[src/rtl/priority_irq_ctrl_if.sv]
// Request/offer bundle between interrupt sources, the priority controller and its consumer.
// The controller side uses the master modport; the consumer/stimulus side uses slave.
interface priority_irq_ctrl_if #(
  parameter int N = 8
);
  localparam int W = $clog2(N);

  logic [N-1:0] req;
  logic [N-1:0] mask;
  logic [N-1:0] pending;
  logic [W-1:0] out_idx;
  logic         out_valid;
  logic         out_ready;
  logic         out_multi;

  modport master (
    input  req, mask, out_ready,
    output pending, out_idx, out_valid, out_multi
  );

  modport slave (
    output req, mask, out_ready,
    input  pending, out_idx, out_valid, out_multi
  );
endinterface

[src/rtl/priority_irq_ctrl.sv]
// Registered fixed-priority interrupt controller: captures N requests, offers the highest enabled index.
// Define IRQ_EDGE_EN for sticky edge-captured pending bits; default is level mode (pending follows req_d).
module priority_irq_ctrl #(
  parameter int N = 8
) (
  input  logic                 clk,
  input  logic                 rst_n,
  priority_irq_ctrl_if.master  bus
);
  localparam int W = $clog2(N);
  localparam logic [N-1:0] ONE = {{(N-1){1'b0}}, 1'b1};

  typedef enum logic [0:0] {
    IDLE  = 1'b0,
    OFFER = 1'b1
  } state_t;

  state_t       state;
  state_t       state_nxt;
  logic [N-1:0] req_d;
  logic [N-1:0] pend;
  logic [N-1:0] cand;
  logic [W-1:0] idx;
  logic [W-1:0] idx_nxt;
  logic         valid;
  logic         valid_nxt;
  logic         multi;
  logic         multi_nxt;
  logic         accept;

  function automatic logic [W-1:0] top_index(input logic [N-1:0] v);
    logic [W-1:0] r;
    r = {W{1'b0}};
    for (int i = 0; i < N; i++) begin
      if (v[i]) begin
        r = W'(i);
      end
    end
    return r;
  endfunction

  // Clearing the lowest set bit leaves something only if two or more bits were set.
  function automatic logic more_than_one(input logic [N-1:0] v);
    return (v & (v - ONE)) != {N{1'b0}};
  endfunction

  // Request delay register, used for rise detection and as the level-mode pending state.
  always_ff @(posedge clk or negedge rst_n) begin
    if (!rst_n) begin
      req_d <= {N{1'b0}};
    end else begin
      req_d <= bus.req;
    end
  end

`ifdef IRQ_EDGE_EN
  logic [N-1:0] ackclr;
  assign ackclr = accept ? (ONE << idx) : {N{1'b0}};

  // Sticky pending bits; a rise in the accept cycle outranks the ack-clear of the same bit.
  always_ff @(posedge clk or negedge rst_n) begin
    if (!rst_n) begin
      pend <= {N{1'b0}};
    end else begin
      pend <= (pend & ~ackclr) | (bus.req & ~req_d);
    end
  end
`else
  assign pend = req_d;
`endif

  assign cand   = pend & bus.mask;
  assign accept = (state == OFFER) & bus.out_ready;

  // State and offer registers.
  always_ff @(posedge clk or negedge rst_n) begin
    if (!rst_n) begin
      state <= IDLE;
      idx   <= {W{1'b0}};
      multi <= 1'b0;
      valid <= 1'b0;
    end else begin
      state <= state_nxt;
      idx   <= idx_nxt;
      multi <= multi_nxt;
      valid <= valid_nxt;
    end
  end

  // Next-state and offer latching; an active offer is frozen until accepted.
  always_comb begin
    state_nxt = state;
    idx_nxt   = idx;
    multi_nxt = multi;
    valid_nxt = valid;
    case (state)
      IDLE: begin
        if (cand != {N{1'b0}}) begin
          state_nxt = OFFER;
          idx_nxt   = top_index(cand);
          multi_nxt = more_than_one(cand);
          valid_nxt = 1'b1;
        end else begin
          valid_nxt = 1'b0;
        end
      end
      OFFER: begin
        if (accept) begin
          state_nxt = IDLE;
          valid_nxt = 1'b0;
        end else begin
          valid_nxt = 1'b1;
        end
      end
      default: begin
        state_nxt = IDLE;
        valid_nxt = 1'b0;
      end
    endcase
  end

  assign bus.pending   = pend;
  assign bus.out_idx   = idx;
  assign bus.out_valid = valid;
  assign bus.out_multi = multi;
endmodule

[src/flat_wrapper.sv]
// flat-port wrapper written by rule: the top's interface ports become plain ports
module priority_irq_ctrl_flat 
#(
  parameter int N = 8
)
  (clk, rst_n, bus_req, bus_mask, bus_out_ready, bus_pending, bus_out_idx, bus_out_valid, bus_out_multi);
  priority_irq_ctrl_if #(.N(N)) bus_i ();
  input  logic clk;
  input  logic rst_n;
  input wire logic [$bits(bus_i.req)-1:0] bus_req;
  input wire logic [$bits(bus_i.mask)-1:0] bus_mask;
  input wire logic [$bits(bus_i.out_ready)-1:0] bus_out_ready;
  output wire logic [$bits(bus_i.pending)-1:0] bus_pending;
  output wire logic [$bits(bus_i.out_idx)-1:0] bus_out_idx;
  output wire logic [$bits(bus_i.out_valid)-1:0] bus_out_valid;
  output wire logic [$bits(bus_i.out_multi)-1:0] bus_out_multi;
  assign bus_i.req = bus_req;
  assign bus_i.mask = bus_mask;
  assign bus_i.out_ready = bus_out_ready;
  assign bus_pending = bus_i.pending;
  assign bus_out_idx = bus_i.out_idx;
  assign bus_out_valid = bus_i.out_valid;
  assign bus_out_multi = bus_i.out_multi;
  priority_irq_ctrl #(.N(N)) u_core (.clk(clk), .rst_n(rst_n), .bus(bus_i));
endmodule
[config.mk]
export PLATFORM = sky130hd
export DESIGN_NAME = priority_irq_ctrl_flat
export DESIGN_NICKNAME = d
export VERILOG_FILES = /design/src/rtl/priority_irq_ctrl_if.sv /design/src/rtl/priority_irq_ctrl.sv /design/src/flat_wrapper.sv
export SDC_FILE = /design/constraint.sdc
export NUM_CORES = 1
export LEC_CHECK = 0
export ABC_AREA = 1
export CAP_MARGIN = 10
export CELL_PAD_IN_SITES_DETAIL_PLACEMENT = 0
export CELL_PAD_IN_SITES_GLOBAL_PLACEMENT = 2
export CORE_UTILIZATION = 28
export DETAILED_ROUTE_END_ITERATION = 12
export DONT_BUFFER_PORTS = 1
export PLACE_DENSITY_LB_ADDON = 0.1
export SLEW_MARGIN = 10
export SYNTH_ARGS = -nofsm -noshare
export SYNTH_HDL_FRONTEND = slang
export SYNTH_SLANG_ARGS = --single-unit
[constraint.sdc]
create_clock -name clk -period 1.1 [get_ports clk]
set_input_delay 0.22 -clock clk [delete_from_list [all_inputs] [get_ports clk]]
set_output_delay 0.22 -clock clk [all_outputs]
set_load 0.005 [all_outputs]
==> out/results.txt, run 1 <==
Power density relative to cell area - 1550 nW/um^2
Placement-stage worst setup slack - -0.0281 ns
Final standard cell count with taps included and fillers excluded - 116
Worst skew pair latency - 0.27 ns
Fraction of final layout cells with drive strength greater than 1 - 44.0%
Antenna violations before repair - 0
Total track usage - 11.6%
Instance count after placement with tap cells included - 99
Headroom to the max-slew limit - 61.1%
Worst Skew - 0.00180 ns
Clock tree root buffer cell - sky130_fd_sc_hd__clkbuf_4
CTS Buf Count - 3
Count of port buffers added during placement - 0
Die outline area - 2200 um^2
Final worst-path setup slack - 0.00793 ns
Worst min path class - in -> reg
Layout filler cell count - 196
Die X-Extent - 46.9 um
Capture point of the critical path - u_core.bus.out_multi
RSZ-0062 raised after global routing - yes
Nature of the critical path endpoint - flip-flop
Drt first pass iters - 3
Number of failing hold endpoints at the final stage - 0
Global-route wire length before repair - 1730 um
DRC - 0
Antenna violation net count after detailed routing - 0
Number of cells produced by synthesis - 61
Overall power after layout - 1.34 mW
Post-synthesis net count - 80
Most frequent standard cell in the layout excluding fill and tap cells - sky130_fd_sc_hd__buf_4
Post-synthesis average cell area - 9.27 um^2
Critical setup path kind - reg -> reg
Max-cap violations - 0
Accumulated negative setup slack - 0 ns
Number of synthesis warnings - 0
FF+latch area - 325 um^2
I/O Pins - 32
Number of vias after detailed routing - 502
Initial standard-cell utilization of the core - 31.4%
Floorplan core area - 1800 um^2
GR Overflow Total - 0
Number of placement rows - 15
CP Max Fanout - 7
Final Critical Period - 1.09 ns
Synth Register Bits - 13
Post-DR vias/cell - 4.33
Part of the Yosys area used for sequential elements - 57.5%
Footprint of the multi-input gates - 240 um^2
Clock transition at the registers of the reported paths - 0.08 ns
Post-synth top area cell - sky130_fd_sc_hd__dfrtp_1
Number of pins with negative max-slew slack in the final report - 0
Number of distinct library cells after synthesis - 14
Setup crit start kind - flip-flop
Reg2reg path depth - 8
Post-synthesis to final-layout area growth - 52.7%
Final-report setup violation count - 0
Proportion of netlist area held by the largest area contributor - 57.5%
Routability congestion estimate from global placement - 0.694
Die Ht - 46.9 um
Total detailed-routing wirelength - 1140 um
Data arrival time at the worst-slack endpoint - 1.25 ns
Total Nets Final - 111
Per-cell routed wire length - 9.83 um
Synthesized cell area - 566 um^2
Maximum number of pins on one net before global-route repair - 14
Post-detail-place hpwl - 901 um
DRC violation total after the first TritonRoute iteration - 1
Static Leak - 0.427 nW
Number of diodes added for antenna fixing - 0
Share of the clock period used by the worst path - 99.3%
First element of the critical path - u_core.bus.pending[5]
Launching point of the worst reg2reg path - u_core.bus.pending[5]
CTS tree - done
Maximum clock rate - 0.916 GHz
Clock sink total - 13
Vias in the first global route - 467
Worst slew pin tran - 0.581 ns
Synth top area cells - sky130_fd_sc_hd__dfrtp_1, sky130_fd_sc_hd__nand2_1, sky130_fd_sc_hd__nand2_2, sky130_fd_sc_hd__o21ai_0, sky130_fd_sc_hd__inv_1
Final core utilization - 47.9%
Number of H-tree levels - 1
Max VDD drop - 0.000793 V
Commonest non-fill, non-tap cells in the layout - sky130_fd_sc_hd__buf_4, sky130_fd_sc_hd__nand2_2, sky130_fd_sc_hd__nand2_1, sky130_fd_sc_hd__dfrtp_1, sky130_fd_sc_hd__dlygate4sd3_1
RR Endpoint - u_core.bus.out_multi
Data required time of the critical path - 1.26 ns
Buffer levels on the longest clock path - 2
Slack of the worst reg-to-reg path - 0.008 ns
Outcome - complete, no violations
## cell families after synthesis
group / Yosys count / synth area share [%]
flops: 13 / 57.5
simple gates: 33 / 29.4
buf+inv: 6 / 3.98
compound gates: 9 / 9.07
## synthesized netlist by cell type
master                     instances
sky130_fd_sc_hd__inv_2             1
sky130_fd_sc_hd__nand2_2           8
sky130_fd_sc_hd__nand3_1           2
sky130_fd_sc_hd__nor2_1            1
sky130_fd_sc_hd__dfrtp_1          13
sky130_fd_sc_hd__nand2_1          18
sky130_fd_sc_hd__a21oi_1           2
sky130_fd_sc_hd__a21oi_2           1
sky130_fd_sc_hd__nand2_4           1
sky130_fd_sc_hd__o21ai_0           5
sky130_fd_sc_hd__nor2_4            1
sky130_fd_sc_hd__inv_1             5
sky130_fd_sc_hd__nor2_2            2
sky130_fd_sc_hd__o211ai_1          1
## worst max-delay path, cell delays in order (launching register included)
cell and delay [ns]:
sky130_fd_sc_hd__dfrtp_1 0.40, sky130_fd_sc_hd__nand2_2 0.09, sky130_fd_sc_hd__nand2_2 0.07, sky130_fd_sc_hd__nor2_4 0.12, sky130_fd_sc_hd__nand2_2 0.08, sky130_fd_sc_hd__nand2_4 0.10, sky130_fd_sc_hd__inv_2 0.04, sky130_fd_sc_hd__nand2_2 0.05
sky130_fd_sc_hd__nand3_2 0.05
## worst min path at each step
stage | from | cells past startpoint | end | slack [ns]
finish | bus_out_ready | 1 | u_core.state | 0.05
global route | bus_out_ready | 1 | u_core.state | 0.03
CTS | bus_out_ready | 1 | u_core.state | 0.03
detailed placement | rst_n | 0 | u_core.bus.pending[1] | -0.08
global placement | rst_n | 0 | u_core.bus.pending[1] | -0.08
floorplan | rst_n | 0 | u_core.bus.out_idx[0] | -0.08
## layer usage
layer	track usage, %	wire, um	part of all wire (%)	vias to the layer above
li1	-	-	-	251
met1	11.9	475	42	226
met2	20.3	563	49	23
met3	6.15	88	7.7	2
met4	3.43	12	1.1	0
met5	0	0	0	-
## flip-flops by register name, summed over array words and instances (netlist names)
register / count
u_core.bus.out_idx: 3
u_core.state: 1
u_core.bus.pending: 8
u_core.bus.out_multi: 1
## where the power goes
| group | internal (mW) | switching [mW] | total (mW) |
|---|---|---|---|
| Clock | 0.140 | 0.148 | 0.288 |
| Combinational | 0.175 | 0.197 | 0.372 |
| Sequential | 0.587 | 0.0887 | 0.676 |
## metrics by stage
step | hold WS, ns | area [um^2]
floorplan | -0.0756 | 566
global placement | -0.0753 | 694
finish | 0.0482 | 863
CTS | 0.0314 | 853
detailed placement | -0.0753 | 694
global route | 0.0332 | 863
## what timing repair did
| item | CTS | global route |
|---|---|---|
| endpoints found under the setup margin | 1 | 5 |
| resized for setup | 4 | 3 |
| gates cloned | 0 | 0 |
| pin swaps | 7 | 4 |
| buffers inserted | 4 | 0 |
| endpoints found under the hold margin | 21 | 0 |
| hold buffers | 9 | 0 |
## area by class of cell
type	instances	area share (%)
flip-flops and latches	13	37.7
clock buffers	4	3.04
repair buffers	26	25.2
inverters	6	2.61
well taps	25	3.62
multi-input cells	42	27.8
No activity file was read; power rests on OpenSTA's default activity.
==> inputs of run 2 (changes only) <==
--- a/config.mk
+++ b/config.mk
@@ -10,9 +10,11 @@
 export CELL_PAD_IN_SITES_DETAIL_PLACEMENT = 0
 export CELL_PAD_IN_SITES_GLOBAL_PLACEMENT = 2
 export CORE_UTILIZATION = 28
+export CTS_CLUSTER_SIZE = 8
 export DETAILED_ROUTE_END_ITERATION = 12
 export DONT_BUFFER_PORTS = 1
-export PLACE_DENSITY_LB_ADDON = 0.1
+export PLACE_DENSITY = 0.66
+export SKIP_LAST_GASP = 1
 export SLEW_MARGIN = 10
 export SYNTH_ARGS = -nofsm -noshare
 export SYNTH_HDL_FRONTEND = slang
==> run 2 against run 1 <==
- non-clock buffer count increased by 1
- cell area rose by 1.3%
- the run now ends with negative setup slack left
- maximum frequency is 0.78% lower
- die area unchanged
- first-iteration DRC count stayed put
- sequential share of layout area fell by 0.49 points
- wire length is 4.3% higher
- hold slack got worse by 0.011 ns
==> out/results.txt, run 2 (synthesis results as in run 1) <==
Outcome - finished, violations left
Failing checks - negative setup slack
Maximum clock rate - 0.909 GHz (-0.78%)
Final-report setup violation count - 1 (+1)
I/O Pins - 32 (unchanged)
GR Overflow Total - 0 (unchanged)
Vias in the first global route - 510 (+9.2%)
Number of pins with negative max-slew slack in the final report - 0 (unchanged)
Routability congestion estimate from global placement - 0.732 (+5.5%)
Max-cap violations - 0 (unchanged)
Total Nets Final - 112 (+0.90%)
Die outline area - 2200 um^2 (unchanged)
Highest routing layer actually used - met3
Buffer levels on the longest clock path - 2 (unchanged)
Final Critical Period - 1.10 ns (+0.00857 ns)
Met2 WL post-DR - 580 um (+3.0%)
Setup crit start kind - flip-flop
Static Leak - 0.432 nW (+1.2%)
Floorplan core area - 1800 um^2 (unchanged)
Worst skew pair latency - 0.28 ns (about the same)
CTS tree - done
Total detailed-routing wirelength - 1190 um (+4.3%)
Number of diodes added for antenna fixing - 0 (unchanged)
Max VDD drop - 0.000715 V (-9.9%)
Global-route wire length before repair - 2010 um (+16%)
Number of failing hold endpoints at the final stage - 0 (unchanged)
Die X-Extent - 46.9 um (unchanged)
Bufs and invs on worst path - 1 (unchanged)
Share of the clock period used by the worst path - 100% (+0.78 points)
Critical setup path kind - reg -> reg
DRC violation total after the first TritonRoute iteration - 1 (unchanged)
Cell with the largest stage delay on the worst path - sky130_fd_sc_hd__dfrtp_1
Per-cell routed wire length - 10.2 um (+3.4%)
Crit path max-delay family - simple AND/OR/NAND/NOR gates
Layout filler cell count - 207 (+5.6%)
RSZ-0062 raised after global routing - yes
Fraction of final layout cells with drive strength greater than 1 - 44.6% (+0.61 points)
Total track usage - 13.6% (+2.0 points)
Routed met3 length - 127 um (+44%)
Post-synthesis to final-layout area growth - 54.6%
Number of vias after detailed routing - 507 (+1.0%)
Maximum number of pins on one net before global-route repair - 14 (unchanged)
CP Max Fanout - 7 (unchanged)
Data arrival time at the worst-slack endpoint - 1.27 ns (+0.02 ns)
Worst min path class - in -> reg
Commonest non-fill, non-tap cells in the layout - sky130_fd_sc_hd__buf_4, sky130_fd_sc_hd__nand2_1, sky130_fd_sc_hd__dfrtp_1
Post-detail-place hpwl - 886 um (-1.6%)
Headroom to the max-slew limit - 61.3% (+0.16 points)
FF+latch area - 325 um^2 (unchanged)
Final worst-path setup slack - -0.000635 ns (-0.00857 ns)
Clock transition at the registers of the reported paths - 0.08 ns (about the same)
Worst Skew - 0.000815 ns (-0.000982 ns)
Sum of routed wire segments on met1 - 481 um (+1.3%)
Power density relative to cell area - 1520 nW/um^2 (-1.7%)
Drt first pass iters - 2 (-1)
Critical path's largest stage delay - 0.40 ns (about the same)
Antenna violations before repair - 0 (unchanged)
Clock tree root buffer cell - sky130_fd_sc_hd__clkbuf_4
Number of H-tree levels - 1 (unchanged)
Die Ht - 46.9 um (unchanged)
Number of placement rows - 15 (unchanged)
Initial standard-cell utilization of the core - 31.4% (unchanged)
Antenna violation net count after detailed routing - 0 (unchanged)
Placement-stage worst setup slack - -0.0181 ns (+0.00997 ns)
Clock sink total - 13 (unchanged)
Most Frequent Cell on Critical Path - sky130_fd_sc_hd__nand2_2
Series of cell instances along the critical path - nand2_2, nand2_2, nor2_4, nand2_2, nand2_4, inv_2, nand2_1, nand3_1
Count of port buffers added during placement - 0 (unchanged)
CTS Buf Count - 3 (unchanged)
Data required time of the critical path - 1.27 ns (about the same)
DRC - 0 (unchanged)
Post-DR vias/cell - 4.33 (+0.13%)
Worst slew pin tran - 0.579 ns (-0.00246 ns)
Most frequent standard cell in the layout excluding fill and tap cells - sky130_fd_sc_hd__buf_4
Accumulated negative setup slack - -0.000635 ns (-0.000635 ns)
Footprint of the multi-input gates - 243 um^2 (+1.0%)
Nature of the critical path endpoint - flip-flop
Flip-flop count of the largest register, all copies and words added - 8 (unchanged)
run 2: worst paths after layout:
| check | startpoint | end | slack (ns) | depth (start not counted) |
|---|---|---|---|---|
| max reg2reg | u_core.bus.pending[3] | u_core.bus.out_multi | -0.0006 | 8 |
| min | bus_out_ready | u_core.state | 0.04 | 1 |
| min reg2reg | u_core.bus.out_idx[2] | u_core.bus.out_idx[2] | 0.51 | 2 |
| min in group asynchronous | rst_n | u_core.bus.pending[0] | 0.37 | 1 |
| max | u_core.bus.pending[3] | u_core.bus.out_multi | -0.0006 | 8 |
| max in group asynchronous | rst_n | u_core.bus.pending[4] | 0.35 | 1 |
run 2: worst register-to-register path: cells and delay by family, from the launching register on:
family	cells	cell delay [ns]
and+or+nand+nor	7	0.55
DFF	1	0.40
buffers and inverters	1	0.03
run 2: cell type report:
class | count | share of cell area (%)
Clock inverter | 1 | 0.572
Sequential cell | 13 | 37.2
Multi-Input combinational cell | 42 | 27.8
Tap cell | 25 | 3.58
Clock buffer | 3 | 2.58
Timing Repair Buffer | 27 | 25.8
Inverter | 6 | 2.58
run 2: per-layer routing:
layer / global-route usage (%) / up-vias
met3: 8.08 / 0
met2: 22.5 / 23
met5: 0 / -
met4: 3.43 / 0
li1: - / 254
met1: 14.8 / 230
run 2: timing repair:
item / 4_1_cts / 5_1_grt
setup buffers: 2 / 0
pin swaps: 9 / 10
endpoints found under the setup margin: 1 / 5
hold buffers: 9 / 0
endpoints found under the hold margin: 21 / 0
resized for setup: 5 / 3
run 2: where the power goes:
group	total [mW]	switching (mW)	internal (mW)	leakage, nW
clock network	0.295	0.161	0.135	0.0177
logic	0.361	0.189	0.172	0.264
registers	0.674	0.0869	0.587	0.151
run 2: metrics by stage:
step / area, um^2 / instances / power (mW) / hold WS [ns] / util, %
floorplan: 566 / 61 / 0.899 / -0.0756 / -
global placement: 717 / 102 / 1.00 / -0.0753 / 39.8
detailed placement: 717 / 102 / 0.999 / -0.0752 / 39.8
CTS: 867 / 117 / 1.34 / 0.0321 / 48.1
global route: 875 / 117 / 1.44 / 0.0462 / 48.5
finish: 875 / 117 / 1.33 / 0.0372 / 48.5
